--- src/rtl/reservation_station_array_if.sv ---
`default_nettype none
// ============================================================================
//  Module   : reservation_station_array_if
//  Desc     : Dispatch / CDB / issue bundle for the reservation station.
//             master = rename/dispatch + CDB + execution-unit side,
//             slave  = the reservation station itself.
//  Revision : 1.0  initial release
// ============================================================================
interface reservation_station_array_if #(
    parameter int NUM_ENTRIES = 4,
    parameter int TAG_WIDTH   = 7,
    parameter int DATA_WIDTH  = 32,
    parameter int NUM_CDB     = 2
) ();
    logic                            flush;
    logic                            disp_valid;
    logic                            disp_ready;
    logic [31:0]                     disp_instr;
    logic [TAG_WIDTH-1:0]            disp_rd;
    logic [TAG_WIDTH-1:0]            disp_rs1_tag;
    logic                            disp_rs1_ready;
    logic [DATA_WIDTH-1:0]           disp_rs1_data;
    logic [TAG_WIDTH-1:0]            disp_rs2_tag;
    logic                            disp_rs2_ready;
    logic [DATA_WIDTH-1:0]           disp_rs2_data;
    logic [NUM_CDB-1:0]              cdb_valid;
    logic [NUM_CDB*TAG_WIDTH-1:0]    cdb_tag;
    logic [NUM_CDB*DATA_WIDTH-1:0]   cdb_data;
    logic                            issue_valid;
    logic                            issue_ready;
    logic [31:0]                     issue_instr;
    logic [TAG_WIDTH-1:0]            issue_rd;
    logic [DATA_WIDTH-1:0]           issue_rs1_data;
    logic [DATA_WIDTH-1:0]           issue_rs2_data;
    logic [$clog2(NUM_ENTRIES+1)-1:0] occupancy;

    modport master (
        output flush, disp_valid, disp_instr, disp_rd,
               disp_rs1_tag, disp_rs1_ready, disp_rs1_data,
               disp_rs2_tag, disp_rs2_ready, disp_rs2_data,
               cdb_valid, cdb_tag, cdb_data, issue_ready,
        input  disp_ready, issue_valid, issue_instr, issue_rd,
               issue_rs1_data, issue_rs2_data, occupancy
    );

    modport slave (
        input  flush, disp_valid, disp_instr, disp_rd,
               disp_rs1_tag, disp_rs1_ready, disp_rs1_data,
               disp_rs2_tag, disp_rs2_ready, disp_rs2_data,
               cdb_valid, cdb_tag, cdb_data, issue_ready,
        output disp_ready, issue_valid, issue_instr, issue_rd,
               issue_rs1_data, issue_rs2_data, occupancy
    );
endinterface
`default_nettype wire

--- src/rtl/reservation_station_array.sv ---
`default_nettype none
// ============================================================================
//  Module   : reservation_station_array
//  Desc     : NUM_ENTRIES-deep reservation station. Captures operands from
//             NUM_CDB broadcast channels and issues the lowest-index ready
//             entry each cycle over a valid/ready handshake.
//             Optional macro RS_CDB_BYPASS_EN: operands dispatched not-ready
//             may capture a same-cycle CDB broadcast.
//  Revision : 1.0  initial release
// ============================================================================
module reservation_station_array #(
    parameter int NUM_ENTRIES = 4,
    parameter int TAG_WIDTH   = 7,
    parameter int DATA_WIDTH  = 32,
    parameter int NUM_CDB     = 2
) (
    input  logic                         clock,
    input  logic                         reset,
    reservation_station_array_if.slave   bus
);
    localparam int IDX_W = $clog2(NUM_ENTRIES);
    localparam int OCC_W = $clog2(NUM_ENTRIES + 1);

    logic [NUM_ENTRIES-1:0]  r_valid;
    logic [31:0]             r_instr    [NUM_ENTRIES];
    logic [TAG_WIDTH-1:0]    r_rd       [NUM_ENTRIES];
    logic [TAG_WIDTH-1:0]    r_rs1_tag  [NUM_ENTRIES];
    logic [TAG_WIDTH-1:0]    r_rs2_tag  [NUM_ENTRIES];
    logic [NUM_ENTRIES-1:0]  r_rs1_rdy;
    logic [NUM_ENTRIES-1:0]  r_rs2_rdy;
    logic [DATA_WIDTH-1:0]   r_rs1_data [NUM_ENTRIES];
    logic [DATA_WIDTH-1:0]   r_rs2_data [NUM_ENTRIES];
    logic [OCC_W-1:0]        r_occ;

    logic                    w_alloc_found;
    logic [IDX_W-1:0]        w_alloc_idx;
    logic                    w_iss_found;
    logic [IDX_W-1:0]        w_iss_idx;
    logic                    w_disp_fire;
    logic                    w_issue_fire;
    logic [DATA_WIDTH:0]     w_wk1 [NUM_ENTRIES];   // {hit, data}
    logic [DATA_WIDTH:0]     w_wk2 [NUM_ENTRIES];
    logic [DATA_WIDTH:0]     w_byp1;
    logic [DATA_WIDTH:0]     w_byp2;

    // Returns {hit, data} of the lowest-numbered valid CDB channel carrying tag.
    function automatic logic [DATA_WIDTH:0] cdb_match(
        input logic [TAG_WIDTH-1:0]          tag,
        input logic [NUM_CDB-1:0]            vld,
        input logic [NUM_CDB*TAG_WIDTH-1:0]  tags,
        input logic [NUM_CDB*DATA_WIDTH-1:0] data
    );
        logic [DATA_WIDTH:0] res;
        res = '0;
        for (int c = NUM_CDB - 1; c >= 0; c--) begin
            if (vld[c] && tags[c*TAG_WIDTH +: TAG_WIDTH] == tag)
                res = {1'b1, data[c*DATA_WIDTH +: DATA_WIDTH]};
        end
        return res;
    endfunction

    // Lowest free slot for dispatch and lowest fully-ready slot for issue.
    always_comb begin
        w_alloc_found = 1'b0;
        w_alloc_idx   = '0;
        w_iss_found   = 1'b0;
        w_iss_idx     = '0;
        for (int i = NUM_ENTRIES - 1; i >= 0; i--) begin
            if (!r_valid[i]) begin
                w_alloc_found = 1'b1;
                w_alloc_idx   = IDX_W'(i);
            end
            if (r_valid[i] && r_rs1_rdy[i] && r_rs2_rdy[i]) begin
                w_iss_found = 1'b1;
                w_iss_idx   = IDX_W'(i);
            end
        end
    end

    // CDB tag match for every waiting operand, plus the optional dispatch bypass.
    always_comb begin
        for (int i = 0; i < NUM_ENTRIES; i++) begin
            w_wk1[i] = cdb_match(r_rs1_tag[i], bus.cdb_valid, bus.cdb_tag, bus.cdb_data);
            w_wk2[i] = cdb_match(r_rs2_tag[i], bus.cdb_valid, bus.cdb_tag, bus.cdb_data);
        end
`ifdef RS_CDB_BYPASS_EN
        w_byp1 = cdb_match(bus.disp_rs1_tag, bus.cdb_valid, bus.cdb_tag, bus.cdb_data);
        w_byp2 = cdb_match(bus.disp_rs2_tag, bus.cdb_valid, bus.cdb_tag, bus.cdb_data);
`else
        w_byp1 = '0;
        w_byp2 = '0;
`endif
    end

    assign bus.disp_ready  = w_alloc_found;
    assign bus.issue_valid = w_iss_found && !bus.flush;
    assign bus.occupancy   = r_occ;
    assign w_disp_fire     = bus.disp_valid && w_alloc_found && !bus.flush;
    assign w_issue_fire    = bus.issue_valid && bus.issue_ready;

    // Issue payload of the selected entry; zero when nothing is selectable.
    always_comb begin
        bus.issue_instr    = '0;
        bus.issue_rd       = '0;
        bus.issue_rs1_data = '0;
        bus.issue_rs2_data = '0;
        if (w_iss_found) begin
            bus.issue_instr    = r_instr[w_iss_idx];
            bus.issue_rd       = r_rd[w_iss_idx];
            bus.issue_rs1_data = r_rs1_data[w_iss_idx];
            bus.issue_rs2_data = r_rs2_data[w_iss_idx];
        end
    end

    // Entry valid bits: flush wins; issue and dispatch never target the same slot.
    always_ff @(posedge clock or negedge reset) begin
        if (!reset) begin
            r_valid <= '0;
        end else if (bus.flush) begin
            r_valid <= '0;
        end else begin
            for (int i = 0; i < NUM_ENTRIES; i++) begin
                if (w_issue_fire && w_iss_idx == IDX_W'(i))
                    r_valid[i] <= 1'b0;
                if (w_disp_fire && w_alloc_idx == IDX_W'(i))
                    r_valid[i] <= 1'b1;
            end
        end
    end

    // Occupancy counter tracks dispatch minus issue.
    always_ff @(posedge clock or negedge reset) begin
        if (!reset)
            r_occ <= '0;
        else if (bus.flush)
            r_occ <= '0;
        else
            r_occ <= r_occ + OCC_W'(w_disp_fire) - OCC_W'(w_issue_fire);
    end

    // Payload: dispatch writes a free slot; wakeup fills waiting operands of valid slots.
    always_ff @(posedge clock) begin
        for (int i = 0; i < NUM_ENTRIES; i++) begin
            if (w_disp_fire && w_alloc_idx == IDX_W'(i)) begin
                r_instr[i]    <= bus.disp_instr;
                r_rd[i]       <= bus.disp_rd;
                r_rs1_tag[i]  <= bus.disp_rs1_tag;
                r_rs2_tag[i]  <= bus.disp_rs2_tag;
                r_rs1_rdy[i]  <= bus.disp_rs1_ready || w_byp1[DATA_WIDTH];
                r_rs2_rdy[i]  <= bus.disp_rs2_ready || w_byp2[DATA_WIDTH];
                r_rs1_data[i] <= bus.disp_rs1_ready ? bus.disp_rs1_data : w_byp1[DATA_WIDTH-1:0];
                r_rs2_data[i] <= bus.disp_rs2_ready ? bus.disp_rs2_data : w_byp2[DATA_WIDTH-1:0];
            end else if (r_valid[i] && !bus.flush) begin
                if (!r_rs1_rdy[i] && w_wk1[i][DATA_WIDTH]) begin
                    r_rs1_rdy[i]  <= 1'b1;
                    r_rs1_data[i] <= w_wk1[i][DATA_WIDTH-1:0];
                end
                if (!r_rs2_rdy[i] && w_wk2[i][DATA_WIDTH]) begin
                    r_rs2_rdy[i]  <= 1'b1;
                    r_rs2_data[i] <= w_wk2[i][DATA_WIDTH-1:0];
                end
            end
        end
    end
endmodule
`default_nettype wire

--- src/flat_wrapper.sv ---
// flat-port wrapper written by rule: the top's interface ports become plain ports
module reservation_station_array_flat 
#(
    parameter int NUM_ENTRIES = 4,
    parameter int TAG_WIDTH   = 7,
    parameter int DATA_WIDTH  = 32,
    parameter int NUM_CDB     = 2
)
  (clock, reset, bus_flush, bus_disp_valid, bus_disp_instr, bus_disp_rd, bus_disp_rs1_tag, bus_disp_rs1_ready, bus_disp_rs1_data, bus_disp_rs2_tag, bus_disp_rs2_ready, bus_disp_rs2_data, bus_cdb_valid, bus_cdb_tag, bus_cdb_data, bus_issue_ready, bus_disp_ready, bus_issue_valid, bus_issue_instr, bus_issue_rd, bus_issue_rs1_data, bus_issue_rs2_data, bus_occupancy);
  reservation_station_array_if #(.NUM_ENTRIES(NUM_ENTRIES), .TAG_WIDTH(TAG_WIDTH), .DATA_WIDTH(DATA_WIDTH), .NUM_CDB(NUM_CDB)) bus_i ();
  input  logic clock;
  input  logic reset;
  input wire logic [$bits(bus_i.flush)-1:0] bus_flush;
  input wire logic [$bits(bus_i.disp_valid)-1:0] bus_disp_valid;
  input wire logic [$bits(bus_i.disp_instr)-1:0] bus_disp_instr;
  input wire logic [$bits(bus_i.disp_rd)-1:0] bus_disp_rd;
  input wire logic [$bits(bus_i.disp_rs1_tag)-1:0] bus_disp_rs1_tag;
  input wire logic [$bits(bus_i.disp_rs1_ready)-1:0] bus_disp_rs1_ready;
  input wire logic [$bits(bus_i.disp_rs1_data)-1:0] bus_disp_rs1_data;
  input wire logic [$bits(bus_i.disp_rs2_tag)-1:0] bus_disp_rs2_tag;
  input wire logic [$bits(bus_i.disp_rs2_ready)-1:0] bus_disp_rs2_ready;
  input wire logic [$bits(bus_i.disp_rs2_data)-1:0] bus_disp_rs2_data;
  input wire logic [$bits(bus_i.cdb_valid)-1:0] bus_cdb_valid;
  input wire logic [$bits(bus_i.cdb_tag)-1:0] bus_cdb_tag;
  input wire logic [$bits(bus_i.cdb_data)-1:0] bus_cdb_data;
  input wire logic [$bits(bus_i.issue_ready)-1:0] bus_issue_ready;
  output wire logic [$bits(bus_i.disp_ready)-1:0] bus_disp_ready;
  output wire logic [$bits(bus_i.issue_valid)-1:0] bus_issue_valid;
  output wire logic [$bits(bus_i.issue_instr)-1:0] bus_issue_instr;
  output wire logic [$bits(bus_i.issue_rd)-1:0] bus_issue_rd;
  output wire logic [$bits(bus_i.issue_rs1_data)-1:0] bus_issue_rs1_data;
  output wire logic [$bits(bus_i.issue_rs2_data)-1:0] bus_issue_rs2_data;
  output wire logic [$bits(bus_i.occupancy)-1:0] bus_occupancy;
  assign bus_i.flush = bus_flush;
  assign bus_i.disp_valid = bus_disp_valid;
  assign bus_i.disp_instr = bus_disp_instr;
  assign bus_i.disp_rd = bus_disp_rd;
  assign bus_i.disp_rs1_tag = bus_disp_rs1_tag;
  assign bus_i.disp_rs1_ready = bus_disp_rs1_ready;
  assign bus_i.disp_rs1_data = bus_disp_rs1_data;
  assign bus_i.disp_rs2_tag = bus_disp_rs2_tag;
  assign bus_i.disp_rs2_ready = bus_disp_rs2_ready;
  assign bus_i.disp_rs2_data = bus_disp_rs2_data;
  assign bus_i.cdb_valid = bus_cdb_valid;
  assign bus_i.cdb_tag = bus_cdb_tag;
  assign bus_i.cdb_data = bus_cdb_data;
  assign bus_i.issue_ready = bus_issue_ready;
  assign bus_disp_ready = bus_i.disp_ready;
  assign bus_issue_valid = bus_i.issue_valid;
  assign bus_issue_instr = bus_i.issue_instr;
  assign bus_issue_rd = bus_i.issue_rd;
  assign bus_issue_rs1_data = bus_i.issue_rs1_data;
  assign bus_issue_rs2_data = bus_i.issue_rs2_data;
  assign bus_occupancy = bus_i.occupancy;
  reservation_station_array #(.NUM_ENTRIES(NUM_ENTRIES), .TAG_WIDTH(TAG_WIDTH), .DATA_WIDTH(DATA_WIDTH), .NUM_CDB(NUM_CDB)) u_core (.clock(clock), .reset(reset), .bus(bus_i));
endmodule
--- config.mk ---
export PLATFORM = sky130hd
export DESIGN_NAME = reservation_station_array_flat
export DESIGN_NICKNAME = d
export VERILOG_FILES = /design/src/rtl/reservation_station_array_if.sv /design/src/rtl/reservation_station_array.sv /design/src/flat_wrapper.sv
export SDC_FILE = /design/constraint.sdc
export NUM_CORES = 1
export LEC_CHECK = 0
export CAP_MARGIN = 10
export CORE_MARGIN = 2
export CORE_UTILIZATION = 50
export CTS_CLUSTER_SIZE = 28
export DETAILED_ROUTE_END_ITERATION = 7
export PLACE_DENSITY = 0.82
export SYNTH_ARGS = -nofsm -noshare
export SYNTH_HDL_FRONTEND = slang
export SYNTH_SLANG_ARGS = --single-unit
--- constraint.sdc ---
create_clock -name clock -period 16.92 [get_ports clock]
set_clock_uncertainty 0.05 [all_clocks]
set_input_delay 2.538 -clock clock [delete_from_list [all_inputs] [get_ports clock]]
set_output_delay 2.538 -clock clock [all_outputs]
set_load 0.01 [all_outputs]
Word level (Yosys, flattened, before mapping) --
Memories as Yosys holds them, arrays and structs flattened. Cells that the tools add are included.
Storage, ports and cells: flip-flop bits (word level) 15, memory bits (writable) 468, input bits 204, logic and storage cells 302, memories kept 6
Cells by class: $add $sub $neg 2, eq/ne operators 22, multiplexer cells 156, bitwise logic cells 8, reductions and logical operators 95
Memory list:
- u_core.r_instr | words 4, bits a word 32, rd ports 1, clocked after Yosys merged registers in 0, write ports 1, line reservation_station_array.sv:25 | logic [31:0] r_instr [NUM_ENTRIES];
- u_core.r_rs1_data | words 4, bits a word 32, rd ports 1, clocked after Yosys merged registers in 0, write ports 4, line reservation_station_array.sv:31 | logic [DATA_WIDTH-1:0] r_rs1_data [NUM_ENTRIES];
- u_core.r_rs2_data | words 4, bits a word 32, rd ports 1, clocked after Yosys merged registers in 0, write ports 4, line reservation_station_array.sv:32 | logic [DATA_WIDTH-1:0] r_rs2_data [NUM_ENTRIES];
- u_core.r_rd | words 4, bits a word 7, rd ports 1, clocked after Yosys merged registers in 0, write ports 1, line reservation_station_array.sv:26 | logic [TAG_WIDTH-1:0] r_rd [NUM_ENTRIES];
- u_core.r_rs1_tag | words 4, bits a word 7, rd ports 4, clocked after Yosys merged registers in 0, write ports 1, line reservation_station_array.sv:27 | logic [TAG_WIDTH-1:0] r_rs1_tag [NUM_ENTRIES];
- u_core.r_rs2_tag | words 4, bits a word 7, rd ports 4, clocked after Yosys merged registers in 0, write ports 1, line reservation_station_array.sv:28 | logic [TAG_WIDTH-1:0] r_rs2_tag [NUM_ENTRIES];
Operators with widths (count):
- 33-bit two-way mux | 16
- 32-bit two-way mux | 16
- 7-bit equality test | 16
- 32-bit OR reduction | 3
- 1-bit two-way mux | 92
- 7-bit two-way mux | 10
- 7-bit OR reduction | 9
- 1-bit logical AND | 48
- 2-bit two-way mux | 20
- 2-bit nonzero test | 12
- 2-bit AND reduction | 8
- 3-bit nonzero test | 4
- 1-bit logical NOT | 9
- 2-bit equality test, second input constant | 4
- 1-bit OR | 8
- 2-bit by 1-bit equality test with 1-bit output, second input constant | 2
- 2-bit logical NOT | 2
- 4-bit two-way mux | 1
- 3-bit by 1-bit adder with 3-bit output | 1
- 3-bit two-way mux | 1
- 3-bit by 1-bit subtractor with 3-bit output | 1

Logic depth before layout (Yosys ltp) --
Gate-level depths: netlist of run 1.
depth after elaboration 13, mapped depth 14, mapped depth without buffers 12

Worst setup path after synthesis of run 1 --
Ideal clock, no wire load.
kind input port to flip-flop, start point in bus_flush, end point mem u_core.r_rs1_data[1][0] (enable), library setup time 0.375 ns, arrival time 8.064 ns, required time 16.495 ns, setup slack 8.431 ns, cell stages on the path 4, buffers on the path 1, cells stage by stage clkbuf_1 > nand2b_1 > nor3b_1 > or2_2
RTL lines:
- start: declaration | line flat_wrapper.sv:13 | input wire logic [$bits(bus_i.flush)-1:0] bus_flush;
- end: declaration | line reservation_station_array.sv:31

Final worst setup path of run 1 --
start point reg u_core.r_rs2_rdy[2], end point out bus_issue_rs1_data[31]
Between the ends: cells in the longest elaborated chain, start to end 6, elaborated cells on any way between the ends 9
Ends and longest elaborated chain:
- start: declaration | line reservation_station_array.sv:30 | logic [NUM_ENTRIES-1:0] r_rs2_rdy;
- start signal: indexed assignment | line reservation_station_array.sv:150 | r_rs2_rdy[i] <= bus.disp_rs2_ready || w_byp2[DATA_WIDTH];
- 1-bit logical AND * | line reservation_station_array.sv:73 | if (r_valid[i] && r_rs1_rdy[i] && r_rs2_rdy[i]) begin
- 2-bit two-way mux (3 in a row) | line reservation_station_array.sv:73
- memory read 4 x 32 bit
- 32-bit two-way mux * | line reservation_station_array.sv:107 | if (w_iss_found) begin
- end: declaration | line flat_wrapper.sv:31 | output wire logic [$bits(bus_i.issue_rs1_data)-1:0] bus_issue_rs1_data;
Every way passes the cells marked *; elsewhere a longest branch is shown, timed or not.

==> results.yml, run 1 <==
routing:
  routed_wl_um: 89810
  vias_per_cell: 7.208
  drc: 6
  drt_first_pass_iters: 8
  vias: 22210
  drt_iter0_markers: 3718
  antenna_left: 0
  post_drt_wl_per_cell_um: 29.15
global_route:
  grt_pass1_vias: 22060
  grt_max_degree: 76
  antenna_found_initial: 11
  overflow: 0
  grt.total_usage_pct: 32.92
  grt_pass1_wl_um: 132500
yosys:
  yosys.cell_types.count: 43
  yosysTopAreaCellShare_pct: 56.42
  yosysMostFrequentCell: "edfxtp_1"
  synth_top_family_by_area: "compound AO/OA/AOI/OAI gates"
  syn_inst: 2260
  avgSynthCellArea_um2: 11.21
  synth_flop_cell: "edfxtp_1"
  yosys_warnings: 0
  synth_commonest_cells: "edfxtp_1 (476), nand4_1 (222), clkbuf_1 (220)"
  muxShareOfSynthArea_pct: 0
  synth.largest_area_cell: "edfxtp_1"
  mappedNetlistNets: 2467
  ys_ff_latch: 483
  synthSimpleGateAreaFrac_pct: 14.12
  synth.cell_area_um2: 25330
  synth_enable_flop_cells: 476
  synthXorXnorAreaFrac_pct: 3.971
  yosys.area_share.adder_pct: 0.1778
  synthArstFlopShare_pct: 1.449
  synth_compound_area_share_pct: 19.57
  synth_area_leaders: "edfxtp_1 (56%), o211ai_1 (5.7%), nand4_1 (5.5%), nand3_1 (3.9%), xnor2_1 (3.6%)"
  ys_seq_area_share_pct: 57.11
floorplan:
  coreArea_um2: 50070
  start_util_pct: 50.60
  ioPinCount: 312
  dieArea_um2: 52480
  fp.dieH_um: 229.1
  fp-row-count: 82
  fp.dieW_um: 229.1
worst_setup_path:
  r2r-start: "u_core.r_valid[0]$_DFFE_PN0P_"
  path_delay_family: "buffers and inverters"
  cpMostUsedCell: "buf_4"
  cpMaxStageDelayCell: "buf_4"
  ff2ff_setup_slack_ns: 12.85
  crit_path_max_incr_delay_ns: 0.74
  startpoint_type: "register"
  critPathRequiredTime_ns: 14.33
  crit_type: "register to primary output"
  r2r_end: "u_core.bus.occupancy[2]$_DFF_PN0_"
  path_buf_inv: 3
  worstPathMaxFanout: 55
  crit_path_end_kind: "primary output"
  cp.arrival_ns: 4.43
  path_cells: "and3_4 -> nor2_4 -> buf_4 -> buf_4 -> a22o_1 -> a22oi_1 -> a21oi_1 -> clkdlybuf4s50_1"
  r2r_cells: 13
hold_path:
  hold_end: "u_core.bus.occupancy[1]$_DFF_PN0_"
  hold_path_startpoint: "u_core.bus.occupancy[1]$_DFF_PN0_"
  hp-class: "register to register"
  holdPathStages: 2
timing:
  fin_crit_sh_pct: 41.46
  worst_pin_slew_ns: 1.146
  finalCriticalPeriod_ns: 7.014
  fmax_ghz: 0.1426
  rsz0062_at_grt: "no"
  tns_ns: 0
  maxSlewViolCount: 0
  timing.hold.ws_ns: 0.6239
  final_hold_viol_count: 0
  slew_headroom_pct: 23.58
  setup_viol: 0
clock_network:
  cts_inserted_buffers: 49
  worstSkewPairLatency_ns: 0.62
  cts_tree: "built"
  cts_post_setup_buffers_inserted: 0
  cts-resized-gates: 0
  cts_hold_buf: 0
  h-tree-depth: 2
  cts_root_buffer: "clkbuf_16"
  clock_path_buffers: 3
  cts.sinks: 483
  clkTransAtPathRegs_ns: 0.06
placed_design:
  io_buffers: 311
  dp_hpwl_um: 51150
  gp_congestion: 0.8888
flow_run:
  drv_cap: 0
cells_and_area:
  fillCellCount: 3923
  nNetsFinal: 2568
  drive_gt1_share_pct: 9.825
  syn_to_final_growth_pct: 19.34
  multiInputGateArea_um2: 9742
  regArea_um2: 14470
power:
  peakVddDrop_mv: 0.09117
  p_per_area_nw_per_um2: 92.09
  power_leakage_nw: 9.260
status:
  status: "finished with violations"
  violations: "design-rule violations"
cell usage in the layout, fill, tap and decap left out, drive strengths merged, types with 47 or more instances in the layout:
master / netlist / layout
a21oi: 106 / 106
a22o: 103 / 103
a22oi: 135 / 135
buf: 84 / 47
clkbuf: 223 / 62
clkdlybuf4s50: 0 / 310
edfxtp: 476 / 476
nand2: 207 / 207
nand3: 196 / 196
nand4: 222 / 222
o211ai: 193 / 193
xnor2: 105 / 105
power breakdown:
part | internal [mW] | leakage, nW | switching (mW)
combinational | 0.119 | 3.98 | 0.161
clock | 0.660 | 0.802 | 0.488
sequential | 1.35 | 4.48 | 0.0105
total | 2.12 | 9.26 | 0.660
routing by layer:
layer / global-route usage (%) / up-vias / wire, um
li1: - / 9119 / -
met1: 42.52 / 10540 / 31420
met2: 50.53 / 2116 / 41230
met3: 9.674 / 427 / 12820
met4: 16.84 / 10 / 4274
met5: 0 / - / 57
worst reg2reg max path, cell delays in order, from the launching register on:
cell     delay, ns
dfrtp_1       0.48
and3_1        0.29
nor2b_4       0.15
and3_4        0.62
buf_4         0.75
nor2_1        0.23
and2_1        0.21
ha_1          0.27
inv_1         0.06
ha_1          0.14
inv_1         0.05
fa_1          0.39
xnor2_1       0.19
nor2_1        0.06
how the worst max path moves through the flow:
stage,to,startpoint,depth (start not counted),slack [ns]
floorplan,u_core.r_rs1_data[1][0]$_DFFE_PP_,bus_flush,4,8.43
global placement,bus_issue_valid,bus_flush,3,10.43
detailed placement,bus_issue_valid,bus_flush,3,10.41
CTS,bus_issue_rs1_data[31],u_core.r_rs2_rdy[2]$_SDFFCE_PN1P_,8,10.13
global route,bus_issue_rs1_data[31],u_core.r_rs2_rdy[2]$_SDFFCE_PN1P_,8,9.88
finish,bus_issue_rs1_data[31],u_core.r_rs2_rdy[2]$_SDFFCE_PN1P_,8,9.91
through the flow:
stage	cells	cell area, um2	utilization (%)	setup WS [ns]	power [mW]
4_1_cts	3074	30220	60.35	10.13	2.776
5_1_grt	3081	30230	60.38	9.880	2.840
2_1_floorplan	2260	25330	-	8.431	1.520
3_3_place_gp	2982	28520	56.97	10.43	1.645
3_5_place_dp	2982	28520	56.97	10.41	1.654
6_report	3081	30230	60.38	9.906	2.784
cell families (layout without fill, tap and decap cells):
group | count (synthesis) | in the layout
AO/OA/AOI/OAI | 645 | 645
XOR/XNOR | 114 | 114
adder cells (fa/ha/maj) | 3 | 3
buffers and inverters | 312 | 454
flip-flops | 483 | 483
other | 0 | 7
AND/OR/NAND/NOR | 703 | 703
layout make-up:
cell class                 instances  share of cell area (%)
sequential                       483                   47.86
multi-input combinational       1465                   32.22
antenna                            7                 0.05794
clock buffer                      62                   4.317
tap                              672                   2.781
inverter                           5                 0.06208
timing repair buffer             357                   11.42
clock inverter                    30                   1.279
state kept, by name, summed over array words and instances (netlist names), 28 cells and up:
name               cells
u_core.r_instr       128
u_core.r_rd           28
u_core.r_rs2_tag      28
u_core.r_rs1_data    128
u_core.r_rs2_data    128
u_core.r_rs1_tag      28
Note: power is estimated with default switching activity, not from simulation.
==> inputs of run 2 (changes only) <==
==> constraint.sdc (replaced) <==
create_clock -name clock -period 7.35 [get_ports clock]
set_clock_uncertainty 0.05 [all_clocks]
set_input_delay 1.1025 -clock clock [delete_from_list [all_inputs] [get_ports clock]]
set_output_delay 1.1025 -clock clock [all_outputs]
set_load 0.01 [all_outputs]
==> run 2 against run 1 <==
The run now ends clean. Clock power increased by 120%. Wire length shrank 1.3%. Final cell count hardly changed. Worst hold slack better by 0.026 ns. Core utilization fell by 0.18 points. Die area unchanged. Final area down 0.29%. Register-to-register slack got worse by 9.5 ns. Via count down 0.58%. Combinational power increased by 130%. Critical path type unchanged. Largest cell class unchanged.
==> results.yml, run 2 (same netlist as run 1, synthesis figures left out) <==
clock_network:
  clkTransAtPathRegs_ns: 0.07
  cts_post_setup_buffers_inserted: 0
  cts_inserted_buffers: 50
  cts.sinks: 483
  cts-resized-gates: 0
  cts_root_buffer: "clkbuf_16"
  cts_hold_buf: 0
  clock_path_buffers: 3
  cts_tree: "built"
  worstSkewPairLatency_ns: 0.62
  h-tree-depth: 2
power:
  p_per_area_nw_per_um2: 208.0
  peakVddDrop_mv: 0.1770
  power_leakage_nw: 9.228
cells_and_area:
  fillCellCount: 3900
  syn_to_final_growth_pct: 18.99
  final_common_cell: "edfxtp_1"
  multiInputGateArea_um2: 9739
  top_regs: "u_core.r_instr: 128 flops, u_core.r_rs1_data: 128 flops, u_core.r_rs2_data: 128 flops"
  final_util_pct: 60.21
  drive_gt1_share_pct: 9.617
  final_cell_mix: "edfxtp_1 (476), clkdlybuf4s50_1 (310), nand4_1 (222), nand2_1 (206), nand3_1 (196)"
  final_cells: 3078
  regArea_um2: 14470
  final_area_um2: 30140
  nNetsFinal: 2568
floorplan:
  ioPinCount: 312
  coreArea_um2: 50070
  fp.dieH_um: 229.1
  fp.dieW_um: 229.1
  dieArea_um2: 52480
  start_util_pct: 50.60
  fp-row-count: 82
worst_setup_path:
  critPathRequiredTime_ns: 6.20
  r2r_cells: 12
  r2r_end: "u_core.bus.occupancy[2]$_DFF_PN0_"
  worstPathMaxFanout: 56
  r2r-start: "u_core.r_valid[0]$_DFFE_PN0P_"
  crit_type: "register to primary output"
  startpoint_type: "register"
  crit_path_end_kind: "primary output"
  ff2ff_setup_slack_ns: 3.38
  cp.arrival_ns: 4.28
status:
  status: "finished, final reports clean"
routing:
  vias: 22080
  drt_iter0_markers: 3868
  drc: 0
  drt_first_pass_iters: 7
  routed_wl_um: 88670
  antenna_left: 0
  post_drt_wl_per_cell_um: 28.81
  vias_per_cell: 7.173
timing:
  maxSlewViolCount: 0
  setup_viol: 0
  slew_headroom_pct: 20.60
  worst_pin_slew_ns: 1.191
  final_hold_viol_count: 0
  rsz0062_at_grt: "no"
  fmax_ghz: 0.1841
  finalCriticalPeriod_ns: 5.431
  fin_crit_sh_pct: 73.90
  layout_setup_ws_ns: 1.919
  tns_ns: 0
hold_path:
  holdPathStages: 2
  hold_path_startpoint: "u_core.bus.occupancy[1]$_DFF_PN0_"
  hp-class: "register to register"
  hold_end: "u_core.bus.occupancy[1]$_DFF_PN0_"
global_route:
  overflow: 0
  antenna_found_initial: 7
  grt_pass1_vias: 21550
  grt_pass1_wl_um: 130800
  grt.total_usage_pct: 32.50
  grt_max_degree: 88
placed_design:
  placed_cells: 2981
  gp_congestion: 0.9275
  place_ws_ns: 2.647
  io_buffers: 311
  dpl-instance-area_um2: 28530
  dp_hpwl_um: 52270
flow_run:
  drv_cap: 0
-- run 2: through the flow --
step / power, mW / hold slack [ns]
CTS: 6.258 / 0.6485
floorplan: 3.500 / 0.5840
global placement: 3.791 / 0.5864
finish: 6.269 / 0.6500
detailed placement: 3.811 / 0.6234
global route: 6.405 / 0.6610
-- run 2: worst max-delay path by stage --
stage | from | endpoint | slack (ns) | cells past startpoint
after floorplan | bus_flush | u_core.r_rs1_data[1][0]$_DFFE_PP_ | 0.30 | 4
after global placement | u_core.r_valid[0]$_DFFE_PN0P_ | bus_issue_rs1_data[27] | 2.75 | 6
after detailed placement | u_core.r_valid[0]$_DFFE_PN0P_ | bus_issue_rs1_data[29] | 2.65 | 6
after CTS | u_core.r_valid[0]$_DFFE_PN0P_ | bus_issue_rs1_data[29] | 2.00 | 6
after global routing | u_core.r_valid[0]$_DFFE_PN0P_ | bus_issue_rs1_data[25] | 1.85 | 6
final | u_core.r_valid[0]$_DFFE_PN0P_ | bus_issue_rs1_data[31] | 1.92 | 6
-- run 2: power breakdown --
part | total, mW | leakage [nW] | internal, mW | switching (mW)
clock | 2.50 | 0.774 | 1.40 | 1.10
sequential | 3.12 | 4.48 | 3.10 | 0.0264
combinational | 0.647 | 3.98 | 0.273 | 0.374
-- run 2: layout make-up --
class | count | area share, %
diodes | 4 | 0.03321
clock buffers | 62 | 4.400
clock inverters | 31 | 0.9339
inverters | 5 | 0.06226
multi-input cells | 1465 | 32.31
flip-flops and latches | 483 | 48.00
well taps | 672 | 2.789
repair buffers | 356 | 11.47
-- run 2: critical path, stage by stage, from the launching register on --
cell and delay [ns]:
dfrtp_1 0.48, and3_1 0.29, nor2b_4 0.55, and3_4 0.74
buf_4 0.72, a21oi_1 0.28, clkdlybuf4s50_1 0.56
-- run 2: layer usage --
| metal | up-vias | track usage (%) | part of all wire [%] |
|---|---|---|---|
| met1 | 10500 | 41.77 | 35 |
| met3 | 415 | 8.939 | 14 |
| met2 | 2044 | 50.08 | 45 |
| met5 | - | 0 | 0.061 |
| li1 | 9117 | - | - |
| met4 | 8 | 17.72 | 6.2 |
